File: config.mk
export PLATFORM = sky130hd
export DESIGN_NAME = seven_seg_scan
export DESIGN_NICKNAME = d
export VERILOG_FILES = /design/src/rtl/bc_pkg.sv /design/src/rtl/char_to_seg.sv /design/src/rtl/seven_seg_scan.sv
export SDC_FILE = /design/constraint.sdc
export NUM_CORES = 1
export LEC_CHECK = 0
export BUFFER_PORTS_ARGS = -buffer_cell sky130_fd_sc_hd__buf_4
export CAP_MARGIN = 15
export CORE_MARGIN = 5
export CORE_UTILIZATION = 53
export CTS_CLUSTER_SIZE = 14
export DETAILED_ROUTE_END_ITERATION = 8
export GPL_ROUTABILITY_DRIVEN = 0
export GPL_TIMING_DRIVEN = 1
export PLACE_DENSITY = 0.76
export SYNTH_ARGS = -nofsm -noshare
export SYNTH_HDL_FRONTEND = slang
export SYNTH_SLANG_ARGS = --single-unit
File: constraint.sdc
create_clock -name clock -period 2.4 [get_ports clock]
set_clock_uncertainty 0.15 [all_clocks]
set_input_delay 0.24 -clock clock [delete_from_list [all_inputs] [get_ports clock]]
set_output_delay 0.24 -clock clock [all_outputs]
set_load 0.02 [all_outputs]
File: src/rtl/bc_pkg.sv
// Character-code constants shared by the display scanner and the game FSM.
`default_nettype none

package bc_pkg;

  localparam int CODE_W     = 5;
  localparam int NUM_DIGITS = 8;

  typedef logic [CODE_W-1:0] code_t;

  // Codes 0x00-0x0F are the hex glyphs; these name the letter/blank codes.
  localparam code_t CH_BLANK = 5'h10;
  localparam code_t CH_J     = 5'h11;
  localparam code_t CH_S     = 5'h12;
  localparam code_t CH_T     = 5'h13;
  localparam code_t CH_U     = 5'h14;
  localparam code_t CH_P     = 5'h15;
  localparam code_t CH_G     = 5'h16;
  localparam code_t CH_L     = 5'h17;
  localparam code_t CH_Y     = 5'h18;
  localparam code_t CH_N     = 5'h19;

endpackage

`default_nettype wire

File: src/rtl/char_to_seg.sv
// Combinational character-code to active-low seven-segment decoder.
`default_nettype none

module char_to_seg
  import bc_pkg::*;
(
  input  logic [CODE_W-1:0] code,
  output logic [6:0]        seg
);

  // Patterns are written active-high (bit 0 = a .. bit 6 = g) and inverted once.
  logic [6:0] lit;

  always_comb begin
    lit = 7'h00;
    case (code)
      5'h00:    lit = 7'h3F;
      5'h01:    lit = 7'h06;
      5'h02:    lit = 7'h5B;
      5'h03:    lit = 7'h4F;
      5'h04:    lit = 7'h66;
      5'h05:    lit = 7'h6D;
      5'h06:    lit = 7'h7D;
      5'h07:    lit = 7'h07;
      5'h08:    lit = 7'h7F;
      5'h09:    lit = 7'h6F;
      5'h0A:    lit = 7'h77;
      5'h0B:    lit = 7'h7C;
      5'h0C:    lit = 7'h39;
      5'h0D:    lit = 7'h5E;
      5'h0E:    lit = 7'h79;
      5'h0F:    lit = 7'h71;
      CH_J:     lit = 7'h1E;
      CH_S:     lit = 7'h6D;
      CH_T:     lit = 7'h78;
      CH_U:     lit = 7'h3E;
      CH_P:     lit = 7'h73;
      CH_G:     lit = 7'h3D;
      CH_L:     lit = 7'h38;
      CH_Y:     lit = 7'h6E;
      CH_N:     lit = 7'h54;
      default:  lit = 7'h00;
    endcase
  end

  assign seg = ~lit;

endmodule

`default_nettype wire

File: src/rtl/seven_seg_scan.sv
// Eight-digit multiplexed seven-segment scanner with frame-synchronous
// double-buffered loads, per-digit blink and anti-ghosting guard blanking.
`default_nettype none

module seven_seg_scan
  import bc_pkg::*;
#(
  parameter int REFRESH_DIV = 100000,
  parameter int GUARD       = 4,
  parameter int BLINK_DIV   = 50000000
) (
  input  logic                         clock,
  input  logic                         reset,
  input  logic [NUM_DIGITS*CODE_W-1:0] chars_in,
  input  logic [NUM_DIGITS-1:0]        dp_in,
  input  logic [NUM_DIGITS-1:0]        blink_in,
  input  logic                         load,
  output logic [NUM_DIGITS-1:0]        an,
  output logic [6:0]                   seg,
  output logic                         dp,
  output logic                         frame_done
);

  localparam int SLOT_W  = (REFRESH_DIV > 1) ? $clog2(REFRESH_DIV) : 1;
  localparam int BLINK_W = (BLINK_DIV > 1) ? $clog2(BLINK_DIV) : 1;

  logic [SLOT_W-1:0]            slot_cnt;
  logic [2:0]                   idx;
  logic [BLINK_W-1:0]           blink_cnt;
  logic                         blink_phase;

  logic [NUM_DIGITS*CODE_W-1:0] act_chars;
  logic [NUM_DIGITS-1:0]        act_dp;
  logic [NUM_DIGITS-1:0]        act_blink;
  logic [NUM_DIGITS*CODE_W-1:0] pend_chars;
  logic [NUM_DIGITS-1:0]        pend_dp;
  logic [NUM_DIGITS-1:0]        pend_blink;
  logic                         pend_valid;

  logic                         slot_tc;
  logic                         boundary;
  logic                         in_guard;
  logic                         dark;
  logic [CODE_W-1:0]            cur_code;
  logic [6:0]                   cur_seg;

  assign slot_tc  = (slot_cnt == SLOT_W'(REFRESH_DIV - 1));
  assign boundary = slot_tc && (idx == 3'd7);

  generate
    if (GUARD == 0) begin : g_no_guard
      assign in_guard = 1'b0;
    end else begin : g_guard
      assign in_guard = (slot_cnt < SLOT_W'(GUARD));
    end
  endgenerate

  assign dark     = in_guard || (blink_phase && act_blink[idx]);
  assign cur_code = act_chars[idx*CODE_W +: CODE_W];

  char_to_seg u_dec (
    .code (cur_code),
    .seg  (cur_seg)
  );

  always_ff @(posedge clock) begin
    if (reset) begin
      slot_cnt <= '0;
      idx      <= 3'd0;
    end else if (slot_tc) begin
      slot_cnt <= '0;
      idx      <= idx + 3'd1;
    end else begin
      slot_cnt <= slot_cnt + SLOT_W'(1);
    end
  end

  always_ff @(posedge clock) begin
    if (reset) begin
      blink_cnt   <= '0;
      blink_phase <= 1'b0;
    end else if (blink_cnt == BLINK_W'(BLINK_DIV - 1)) begin
      blink_cnt   <= '0;
      blink_phase <= ~blink_phase;
    end else begin
      blink_cnt   <= blink_cnt + BLINK_W'(1);
    end
  end

  // Active data changes only at a frame boundary so no frame mixes old and new.
  always_ff @(posedge clock) begin
    if (reset) begin
      act_chars  <= {NUM_DIGITS{CH_BLANK}};
      act_dp     <= '0;
      act_blink  <= '0;
      pend_chars <= {NUM_DIGITS{CH_BLANK}};
      pend_dp    <= '0;
      pend_blink <= '0;
      pend_valid <= 1'b0;
    end else if (load && boundary) begin
      act_chars  <= chars_in;
      act_dp     <= dp_in;
      act_blink  <= blink_in;
      pend_valid <= 1'b0;
    end else if (load) begin
      pend_chars <= chars_in;
      pend_dp    <= dp_in;
      pend_blink <= blink_in;
      pend_valid <= 1'b1;
    end else if (boundary && pend_valid) begin
      act_chars  <= pend_chars;
      act_dp     <= pend_dp;
      act_blink  <= pend_blink;
      pend_valid <= 1'b0;
    end
  end

  always_ff @(posedge clock) begin
    if (reset) begin
      an         <= '1;
      seg        <= 7'h7F;
      dp         <= 1'b1;
      frame_done <= 1'b0;
    end else begin
      frame_done <= boundary;
      if (dark) begin
        an  <= '1;
        seg <= 7'h7F;
        dp  <= 1'b1;
      end else begin
        an  <= ~(NUM_DIGITS'(1) << idx);
        seg <= cur_seg;
        dp  <= ~act_dp[idx];
      end
    end
  end

endmodule

`default_nettype wire

* After elaboration in Yosys (flattened, before gate mapping)
Memories as Yosys holds them, arrays and structs flattened.
Cells that the tools add are included.
** Cells by class
- $add $sub $neg :: 3
- Multiply operators :: 1
- Divide/modulo/power cells :: 0
- Magnitude comparators :: 2
- Eq/ne operators :: 4
- Shift operators :: 2
- Muxes and demuxes :: 15
- Bitwise gates (word level) :: 5
- Reductions and logical operators :: 13
** Operators with widths (count)
- $mux W40 :: 3
- $mux W8 :: 6
- $shiftx A40 B7 Y5 :: 1
- $add A26 B1 Y26 const B :: 1
- $eq A26 B26 Y1 const B :: 1
- $add A17 B1 Y17 const B :: 1
- $eq A17 B17 Y1 const B :: 1
- $lt A17 B3 Y1 const B :: 1
- $not A8 Y8 :: 1
- $reduce_or A2 Y1 :: 4
- $shl A1 B3 Y8 const A :: 1
- $not A7 Y7 :: 1
- $bmux W1 S3 :: 2
- $mul A3 B3 Y6 const B :: 1
- $logic_and A1 B1 Y1 :: 4
- $lt A3 B4 Y1 const B :: 1
- $mux W1 :: 4
- $reduce_and A2 Y1 :: 2
- $reduce_bool A2 Y1 :: 2
- $add A3 B1 Y3 const B :: 1
- $eq A3 B3 Y1 const B :: 1
- $not A1 Y1 :: 3
- $ne A2 B1 Y1 const B :: 1
- $logic_or A1 B1 Y1 :: 1
** Storage, ports and cells
- Register bits after elaboration :: 177
- Latch bits :: 0
- RAM bits :: 0
- Bits in read-only memories :: 224
- Input port bits :: 59
- Output and inout bits :: 17
- Memories kept :: 1
** Memories
- (no name shown) :: words 32, bits a word 7, rd ports 1, clocked after memory_dff 0, wr ports 0, RTL line char_to_seg.sv:16 : case (code)

* Longest topological paths before layout
Gate-level depths: netlist (run 1).
- Depth after elaboration :: 6
- Depth in mapped cells :: 9

* Cells and area by module
From an unflattened synthesis (run 1), not the netlist that was laid out.
** Unflattened totals
- Cells, all modules :: 965
- Area total of the unflattened synthesis :: 8572.0 um^2
** By module, submodules not included
- seven_seg_scan :: instances 1, cells an instance 904, area each 8085.3 um^2
- char_to_seg :: instances 1, cells an instance 61, area each 486.7 um^2

* Worst setup path before layout (run 1)
Ideal clock, no wire load.
- Kind :: reg2reg
- Start :: register idx[1]
- End :: register seg[5]
- Arrival :: 2.384 ns
- Setup slack :: -0.256 ns
- Cell stages (with the launch flop) :: 10
- Buffers on the path :: 2
- Cell sequence :: dfxtp_1 buf_6 clkbuf_8 mux4_2 mux2i_2 inv_1 ha_1 mux2i_1 o22ai_1 a221o_1
** Between the ends
- Longest elaborated chain between the ends :: 5
- Elaborated cells on any way between the ends :: 9
- Classes of those cells :: 1 x mul; 1 x shift; 2 x mux; 1 x bitwise; 3 x reduce/logical; 1 x memory
** Ends and longest elaborated chain
- start, declared :: RTL line seven_seg_scan.sv:28 : logic [2:0] idx;
- start signal, assigned :: RTL line seven_seg_scan.sv:72 : idx <= idx + 3'd1;
- branches (longest 5 deep; another with $mem_v2 Z32 W7)
- end signal, assigned :: RTL line seven_seg_scan.sv:132 : seg <= cur_seg;
- end, declared :: RTL line seven_seg_scan.sv:19 : output logic [6:0] seg,
Several ways; the timed one is not identified. The select of a mux whose other input is x is not followed.
A chain may end at the register's enable or synchronous reset.

* Worst setup path in the final report (run 1)
- Start :: register idx[0]
- End :: register seg[5]
The elaborated chain is that of the path after synthesis.

==> flow_summary.toml, run 1 <==
[run_status]
outcome = "complete, no violations"

[global_routing]
groute.usage.overall = 0.2187
grt_pass1_vias = 6577
antenna_found_initial = 0
grt_pass1_wl_mm = 31.62
grt_max_degree = 104
overflow = 0

[route]
viasPerCell = 5.750
wl_mm = 19.58
drt_iter0_drc = 641
firstDrtPassIters = 5
vias = 6848
routedWlPerCell_um = 16.44
drc = 0
drtAntennaViolNets = 0

[final_layout]
antenna_cells = 0
final_common_cell = "nand2_1"
drive_gt1_frac = 0.1847
area_growth_pct = 27.35
fin_nets = 1068
final_cell_mix = "nand2_1, dfxtp_1, a21oi_1"

[synthesis]
yosysWarnings = 0
yosys-top-cells-area = "dfxtp_1, nand2_1, a21oi_1, o221ai_1, nor2_1"
mappedNetlistArea_sq_um = 7774
synth-async-reset-ratio = 0
netlist_instances = 867
yosys.area.top_type = "dfxtp_1"
synthesis.nets = 941
yosysSeqAreaShare = 0.4558
synth_edf_count = 0
synth.distinct_cells = 54
ys_seq_elements = 177
syn_area_per_cell_sq_um = 8.966
synth_top_flop_cell = "dfxtp_1"
synth_top_area_share = 0.4558

[timing]
hold_slack_ns = 0.1157
max_clock_freq_mhz = 427.7
worstMarginPinSlew_ns = 0.4959
finalCritPeriodShare = 0.9743
final_max_slew_viol_count = 0
slew_headroom = 0.6690
setup_violations = 0
finalHoldViolCount = 0
setup_ws_ns = 0.06169
period_minus_slack_ns = 2.338

[power]
swShare = 0.2259
p_leak_uw = 0.003721
clockPowerShare = 0.449
seqPwrFrac = 0.489
p_int_uw = 4807
p_comb_frac = 0.062
p_switching_uw = 1403
powerDensity_nw_per_um2 = 627.2
total_power_uw = 6209
ir_worst_vdd_mv = 0.4862

[die]
core.rowCount = 44
initial_core_util = 0.5369
die_h_um = 131.1
die-width_um = 131.1
io_pins = 76
core-area_sq_um = 14480
dieArea_sq_um = 17190

[setup_path]
r2r-start = "idx[0]"
cpPeakStageDelay_ns = 0.55
cp_cell_sequence = "buf_12, mux4_1, mux2_2, a21oi_2, inv_1, a221o_1"
crit_path_end_kind = "flop"
required_ns = 2.57
worstSetupStartpoint = "idx[0]"
startpoint_type = "flop"
path_class = "flop to flop"
cpMaxStageDelayCell = "mux4_1"
cp_max_fo = 9
cp_data_arrival_time_ns = 2.51

[min_path]
min-delay-start = "load"
min_path_type = "input port to flop"

[placed_design]
dpl.hpwl_mm = 11.96
numPortBuffers = 75
pre_cts_ws_ns = 0.03447

[clock_tree]
clk_path_buf_depth = 2
cts_made_buffers = 17
worstSkewPairLatency_ns = 0.44
path_clk_slew_ns = 0.07
htree_levels = 4
clock_sinks = 177
cts_root_buf = "clkbuf_16"
cts_tree = "built"

[job]
cap_violations = 0
## cell usage after synthesis (all sizes together), types with 2 or more instances
cell type,count
a211oi,2
a21oi,112
a22oi,2
a31oi,3
and2,6
and3,8
and4,5
buf,30
clkbuf,34
dfxtp,177
ha,15
inv,13
mux2,5
mux2i,12
mux4,14
nand2,196
nand3,22
nand3b,8
nand4,9
nor2,58
nor3,6
nor4,8
nor4b,2
o211ai,3
o21ai,5
o221ai,56
o31ai,3
or2,2
or4,2
xnor2,15
xor2,24
## final cells by class
class                           instances  area [sq um]
Timing Repair Buffer                  172          1564
Sequential cell                       177          3551
Multi-Input combinational cell        613          3908
Fill cell                            1099          4579
Tap cell                              184         230.2
Clock buffer                           20         466.7
Clock inverter                         12         131.4
Inverter                               13         48.80
## power groups by stage
stage | sequential [uW] | combinational (uW) | clock, uW
floorplan | 3090 | 152 | 0
global placement | 3100 | 300 | 0
detailed placement | 3100 | 304 | 0
CTS | 3030 | 379 | 2820
global route | 3040 | 420 | 2940
finish | 3040 | 384 | 2790
## per-stage QoR
| stage | util | setup TNS, ns | instance area (sq um) | std cells |
|---|---|---|---|---|
| final | 0.6837 | 0 | 9899 | 1191 |
| after floorplan | - | -0.05026 | 7810 | 867 |
| after detailed placement | 0.5970 | 0 | 8645 | 1097 |
| after global placement | 0.5970 | 0 | 8645 | 1097 |
| after CTS | 0.6778 | 0 | 9813 | 1186 |
| after global routing | 0.6837 | -0.4109 | 9899 | 1191 |
## sequential cells by signal, indices dropped and copies added (netlist names), 8 cells and up
signal,count
pend_blink,8
pend_dp,8
act_dp,8
slot_cnt,17
act_chars,40
act_blink,8
blink_cnt,26
an,8
pend_chars,40
## cell families (layout without fill, tap and decap cells)
logic type / count (synthesis) / after routing / share of synthesized area
muxes: 31 / 31 / 0.07194
DFF: 177 / 177 / 0.4558
and+or+nand+nor: 335 / 335 / 0.1915
adders and majority gates: 15 / 15 / 0.02414
buffers and inverters: 77 / 217 / 0.05376
xor gates and xnor gates: 39 / 39 / 0.04394
AOI/OAI and AO/OA: 193 / 193 / 0.1589
## worst paths after layout
kind	slack, ns	end	depth (start not counted)
worst max-delay path	0.06	seg[5]	6
worst max register to register	0.06	seg[5]	6
worst min register to register	0.30	act_blink[4]	2
worst min-delay path	0.12	pend_valid	3
## per-layer routing
layer,GRT usage,share of wire,vias up
met5,0,0,-
met2,0.3552,0.49,244
met1,0.2854,0.43,3246
li1,-,-,3314
met3,0.04320,0.058,44
met4,0.09180,0.027,0
## critical path: cells and delay by family, from the launching register on
| family | cells | cell delay (ns) |
|---|---|---|
| mux | 2 | 0.84 |
| compound gates | 2 | 0.59 |
| flops | 1 | 0.42 |
| buf+inv | 2 | 0.22 |
## repair_timing
| action | CTS | global route |
|---|---|---|
| hold buffers | 57 | 0 |
| endpoints found under the setup margin | 0 | 65 |
| gates resized for setup | 0 | 8 |
| endpoints found under the hold margin | 67 | 0 |
| buffers inserted | 0 | 3 |
Power figures use the tool's default switching activity.
==> run 2, diff against run 1 <==
--- a/config.mk
+++ b/config.mk
@@ -14,6 +14,7 @@
 export GPL_ROUTABILITY_DRIVEN = 0
 export GPL_TIMING_DRIVEN = 1
 export PLACE_DENSITY = 0.76
+export REMOVE_ABC_BUFFERS = 1
 export SYNTH_ARGS = -nofsm -noshare
 export SYNTH_HDL_FRONTEND = slang
 export SYNTH_SLANG_ARGS = --single-unit
==> run 2 against run 1 <==
Against the previous run:
- register-to-register slack got worse by 0.04 ns
- critical path depth increased by 3
- utilization increased by 0.57 points
- final cell count increased by 0.50%
==> flow_summary.toml, run 2 (synthesized netlist as in run 1, its figures left out) <==
[die]
dieArea_sq_um = 17190
die-width_um = 131.1
core-area_sq_um = 14480
die_h_um = 131.1
io_pins = 76
core.rowCount = 44
initial_core_util = 0.5369

[final_layout]
drive_gt1_frac = 0.1915
multi_input_area_sq_um = 3929
final_common_cell = "nand2_1"
fill_cells = 1079
seq_area_sq_um = 3548
antenna_cells = 0
final_cell_area_sq_um = 9982
final_cell_mix = "nand2_1, dfxtp_1, a21oi_1"
fin_nets = 1074
largestRegisters = "act_chars (40), pend_chars (40), blink_cnt (26)"
area_growth_pct = 28.41

[min_path]
min_path_type = "input port to flop"
min_to = "pend_valid"
min-delay-start = "load"
worstHoldPathCells = 3

[timing]
hold_slack_ns = 0.1054
finalCritPeriodShare = 0.9921
worstMarginPinSlew_ns = 0.7909
rsz0062_at_grt = "yes"
finalHoldViolCount = 0
slew_headroom = 0.4727
period_minus_slack_ns = 2.381
final_max_slew_viol_count = 0
setup_violations = 0
setup_ws_ns = 0.01897
max_clock_freq_mhz = 420.0
fin_tns_setup_ns = 0

[global_routing]
met2_usage = 0.3476
antenna_found_initial = 0
grt_max_degree = 81
grt_pass1_vias = 6541
gr-usage-met1 = 0.2960
overflow = 0
grt_pass1_wl_mm = 32.02
met3_usage = 0.04472
groute.usage.overall = 0.2202
top_usage_layer = "met2"

[setup_path]
crit_path_end_kind = "flop"
crit_family = "buffers and inverters"
required_ns = 2.61
reg2reg_depth = 9
startpoint_type = "flop"
critPathMostFrequentCell = "buf_4"
cpMaxStageDelayCell = "dfxtp_1"
worstSetupStartpoint = "slot_cnt[0]"
cp_max_fo = 28
reg2reg_to = "act_chars[2]"
r2r-start = "slot_cnt[0]"
cp_data_arrival_time_ns = 2.59
critPathBufInv = 3
path_class = "flop to flop"
cpPeakStageDelay_ns = 0.38
rrSetupSlack_ns = 0.02
cp_cell_sequence = "ha_2, and4_1, nand2_1, buf_4, nor4_4, buf_4, buf_8, o221ai_1, a21oi_1"

[power]
ir_worst_vdd_mv = 0.5602
seqPwrFrac = 0.479
powerDensity_nw_per_um2 = 635.1
p_switching_uw = 1440
p_leak_uw = 0.003758
clockPowerShare = 0.462
swShare = 0.2272
total_power_uw = 6339
p_int_uw = 4899
p_comb_frac = 0.059

[clock_tree]
clock_sinks = 177
cts_made_buffers = 17
htree_levels = 4
worstSkewPairLatency_ns = 0.44
path_clk_slew_ns = 0.07
cts_tree = "built"
clk_path_buf_depth = 2
cts_root_buf = "clkbuf_16"

[placed_design]
pre_cts_ws_ns = -0.01142
dpl.hpwl_mm = 11.79
numPortBuffers = 75
placed_area_sq_um = 8606

[route]
wl_mm = 20.02
drtAntennaViolNets = 0
drt_iter0_drc = 729
viasPerCell = 5.789
routedWlPerCell_um = 16.72
firstDrtPassIters = 6
vias = 6929
drc = 0

[run_status]
outcome = "complete, no violations"

[job]
cap_violations = 0
[run 2: changes by cell type in the layout (fill, tap and decap cells not counted), moves of 2 or more]
| cell | previous run | this run |
|---|---|---|
| buf_12 | 7 | 5 |
| buf_4 | 105 | 109 |
| buf_6 | 0 | 4 |
| clkinv_2 | 4 | 1 |
| clkinv_4 | 4 | 1 |
| inv_6 | 1 | 5 |
[run 2: how the worst max path moves through the flow]
stage | slack (ns) | end | cells after the start
CTS | 0.03 | seg[5] | 8
global route | -0.06 | act_chars[35] | 9
finish | 0.02 | act_chars[2] | 9
floorplan | -2.53 | pend_blink[0] | 6
detailed placement | -0.01 | seg[5] | 8
global placement | 0.03 | seg[5] | 8
[run 2: stage by stage]
stage,utilization,std cells
after global placement,0.5944,1100
after detailed placement,0.5944,1100
after global routing,0.6894,1197
after floorplan,-,803
after CTS,0.6778,1189
final,0.6894,1197
[run 2: power groups by stage]
stage               Clock, uW  Combinational [uW]  Sequential, uW
floorplan                   0                 119            3090
global route             3070                 407            3040
detailed placement          0                 290            3100
CTS                      2960                 365            3030
global placement            0                 283            3100
finish                   2930                 373            3040
[run 2: worst register-to-register path, delay by kind of cell, from the launching register on]
family | cells | cell delay [ns]
buf+inv | 3 | 0.61
simple gates | 3 | 0.59
flops | 1 | 0.38
compound gates | 2 | 0.37
fa+ha+maj | 1 | 0.22
[run 2: what timing repair did]
action,CTS,global route
gates resized for setup,4,19
setup endpoints to repair,1,22
setup buffers,0,6
endpoints found under the hold margin,73,0
pin swaps,0,3
gates cloned,0,2
hold buffers,57,0
[run 2: cell type report]
cell class	instances	area share
clock buffers	19	0.04537
clock inverters	13	0.01742
inverters	13	0.004888
multi-input cells	613	0.3936
flip-flops and latches	177	0.3555
well taps	184	0.02306
repair buffers	178	0.1602
[run 2: per-layer routing]
| layer | routed length [um] | part of all wire | vias to the layer above |
|---|---|---|---|
| met2 | 9386 | 0.47 | 275 |
| li1 | - | - | 3331 |
| met1 | 8856 | 0.44 | 3271 |
| met4 | 536 | 0.027 | 0 |
| met3 | 1239 | 0.062 | 52 |
| met5 | 0 | 0 | - |
==> run 3, diff against run 2 <==
--- a/config.mk
+++ b/config.mk
@@ -8,12 +8,11 @@
 export BUFFER_PORTS_ARGS = -buffer_cell sky130_fd_sc_hd__buf_4
 export CAP_MARGIN = 15
 export CORE_MARGIN = 5
-export CORE_UTILIZATION = 53
+export CORE_UTILIZATION = 35
 export CTS_CLUSTER_SIZE = 14
 export DETAILED_ROUTE_END_ITERATION = 8
 export GPL_ROUTABILITY_DRIVEN = 0
 export GPL_TIMING_DRIVEN = 1
-export PLACE_DENSITY = 0.76
 export REMOVE_ABC_BUFFERS = 1
 export SYNTH_ARGS = -nofsm -noshare
 export SYNTH_HDL_FRONTEND = slang
==> run 3 against run 2 <==
Against the previous run:
- power is 2.7% lower
- final cell count is 10% higher
- register-to-register slack better by 0.02 ns
- sequential power barely moved
- sequential share of layout area is 1.5 points lower
- clock-buffer cell count decreased by 2
==> flow_summary.toml, run 3 (synthesized netlist as in run 1, its figures left out) <==
[setup_path]
cp_data_arrival_time_ns = 2.51
required_ns = 2.54
worstSetupStartpoint = "idx[0]"
crit_path_end_kind = "flop"
reg2reg_to = "seg[3]"
cp_max_fo = 6
rrSetupSlack_ns = 0.03
startpoint_type = "flop"
reg2reg_depth = 9
path_class = "flop to flop"
r2r-start = "idx[0]"

[route]
drc = 0
wl_mm = 20.60
met1_length_mm = 9.871
vias = 6806
routedWlPerCell_um = 15.61
top_layer_used = "met4"
viasPerCell = 5.156
drt_iter0_drc = 523
route.met2.wl_mm = 9.531
firstDrtPassIters = 5
drtAntennaViolNets = 0
met3_wirelength_um = 923

[global_routing]
grt_pass1_vias = 6285
antenna_found_initial = 0
grt_pass1_wl_mm = 32.17
grt_max_degree = 110
overflow = 0
groute.usage.overall = 0.1521

[power]
ir_worst_vdd_mv = 0.4322
powerDensity_nw_per_um2 = 592.2
p_leak_uw = 0.003902
total_power_uw = 6170

[timing]
worstMarginPinSlew_ns = 0.6245
finalHoldViolCount = 0
hold_slack_ns = 0.1078
final_max_slew_viol_count = 0
setup_violations = 0
period_minus_slack_ns = 2.366
max_clock_freq_mhz = 422.7
slew_headroom = 0.5837
finalCritPeriodShare = 0.9857
rsz0062_at_grt = "yes"

[final_layout]
drive_gt1_frac = 0.2240
fin_nets = 1101
antenna_cells = 0
area_growth_pct = 34.04
final_cell_mix = "nand2_1, dfxtp_1, buf_4"
largestRegisters = "act_chars (40), pend_chars (40), blink_cnt (26)"
final_common_cell = "nand2_1"

[min_path]
min-delay-start = "load"
min_path_type = "input port to flop"
min_to = "pend_valid"
worstHoldPathCells = 3

[clock_tree]
cts_root_buf = "clkbuf_16"
path_clk_slew_ns = 0.07
htree_levels = 4
clk_path_buf_depth = 2
worstSkewPairLatency_ns = 0.44
clock_sinks = 177
cts_made_buffers = 17
cts_tree = "built"

[placed_design]
numPortBuffers = 75
dpl.hpwl_mm = 12.54

[die]
die_h_um = 159.0
initial_core_util = 0.3562
die-width_um = 159.0
core.rowCount = 54
core-area_sq_um = 21820
io_pins = 76
dieArea_sq_um = 25290

[job]
cap_violations = 0

[run_status]
outcome = "complete, no violations"
run 3: routing by layer:
| layer | up-vias | global-route usage |
|---|---|---|
| li1 | 3385 | - |
| met1 | 3250 | 0.2161 |
| met2 | 151 | 0.2312 |
| met3 | 20 | 0.03029 |
| met4 | 0 | 0.05157 |
| met5 | - | 0 |
run 3: cell type report:
type | count | area (sq um)
Fill cell | 2071 | 11400
Clock inverter | 15 | 165.2
Tap cell | 280 | 350.3
Sequential cell | 177 | 3548
Clock buffer | 17 | 425.4
Multi-Input combinational cell | 614 | 3975
Timing Repair Buffer | 204 | 1907
Inverter | 13 | 48.80
run 3: report_power, final:
| part | switching, uW | internal [uW] |
|---|---|---|
| clock network | 1280 | 1470 |
| registers | 33.6 | 3000 |
| logic | 194 | 188 |
| total | 1510 | 4660 |
run 3: worst max-delay path: stages (launching register included):
cell	delay, ns
dfxtp_4	0.37
buf_6	0.12
mux4_2	0.52
mux2i_4	0.21
inv_2	0.08
buf_4	0.14
ha_1	0.18
mux2_2	0.26
nor2_1	0.09
o311ai_1	0.10
run 3: repair_timing:
| action | in CTS | in global routing |
|---|---|---|
| resized for setup | 8 | 41 |
| hold buffers | 57 | 0 |
| endpoints found under the setup margin | 39 | 61 |
| gates cloned | 1 | 6 |
| buffers inserted | 0 | 13 |
| endpoints found under the hold margin | 71 | 0 |
| pin swaps | 0 | 6 |
run 3: through the flow:
stage                     utilization  cell area, sq um  setup slack, ns  instances  setup TNS, ns
after detailed placement       0.4061              8864         -0.07498       1211        -0.2998
after CTS                      0.4600             10040         0.006909       1301              0
after global routing           0.4775             10420         -0.08134       1320        -0.2944
after floorplan                     -              7405           -2.533        803        -255.59
after global placement         0.4061              8864         0.001521       1211              0
final                          0.4775             10420          0.03444       1320              0
run 3: how the worst max path moves through the flow:
stage | endpoint | slack (ns) | depth (start not counted)
2_1_floorplan | pend_blink[0] | -2.53 | 6
3_3_place_gp | seg[0] | 0.002 | 8
3_5_place_dp | seg[0] | -0.07 | 8
4_1_cts | seg[0] | 0.007 | 8
5_1_grt | act_blink[2] | -0.08 | 11
6_report | seg[3] | 0.03 | 9
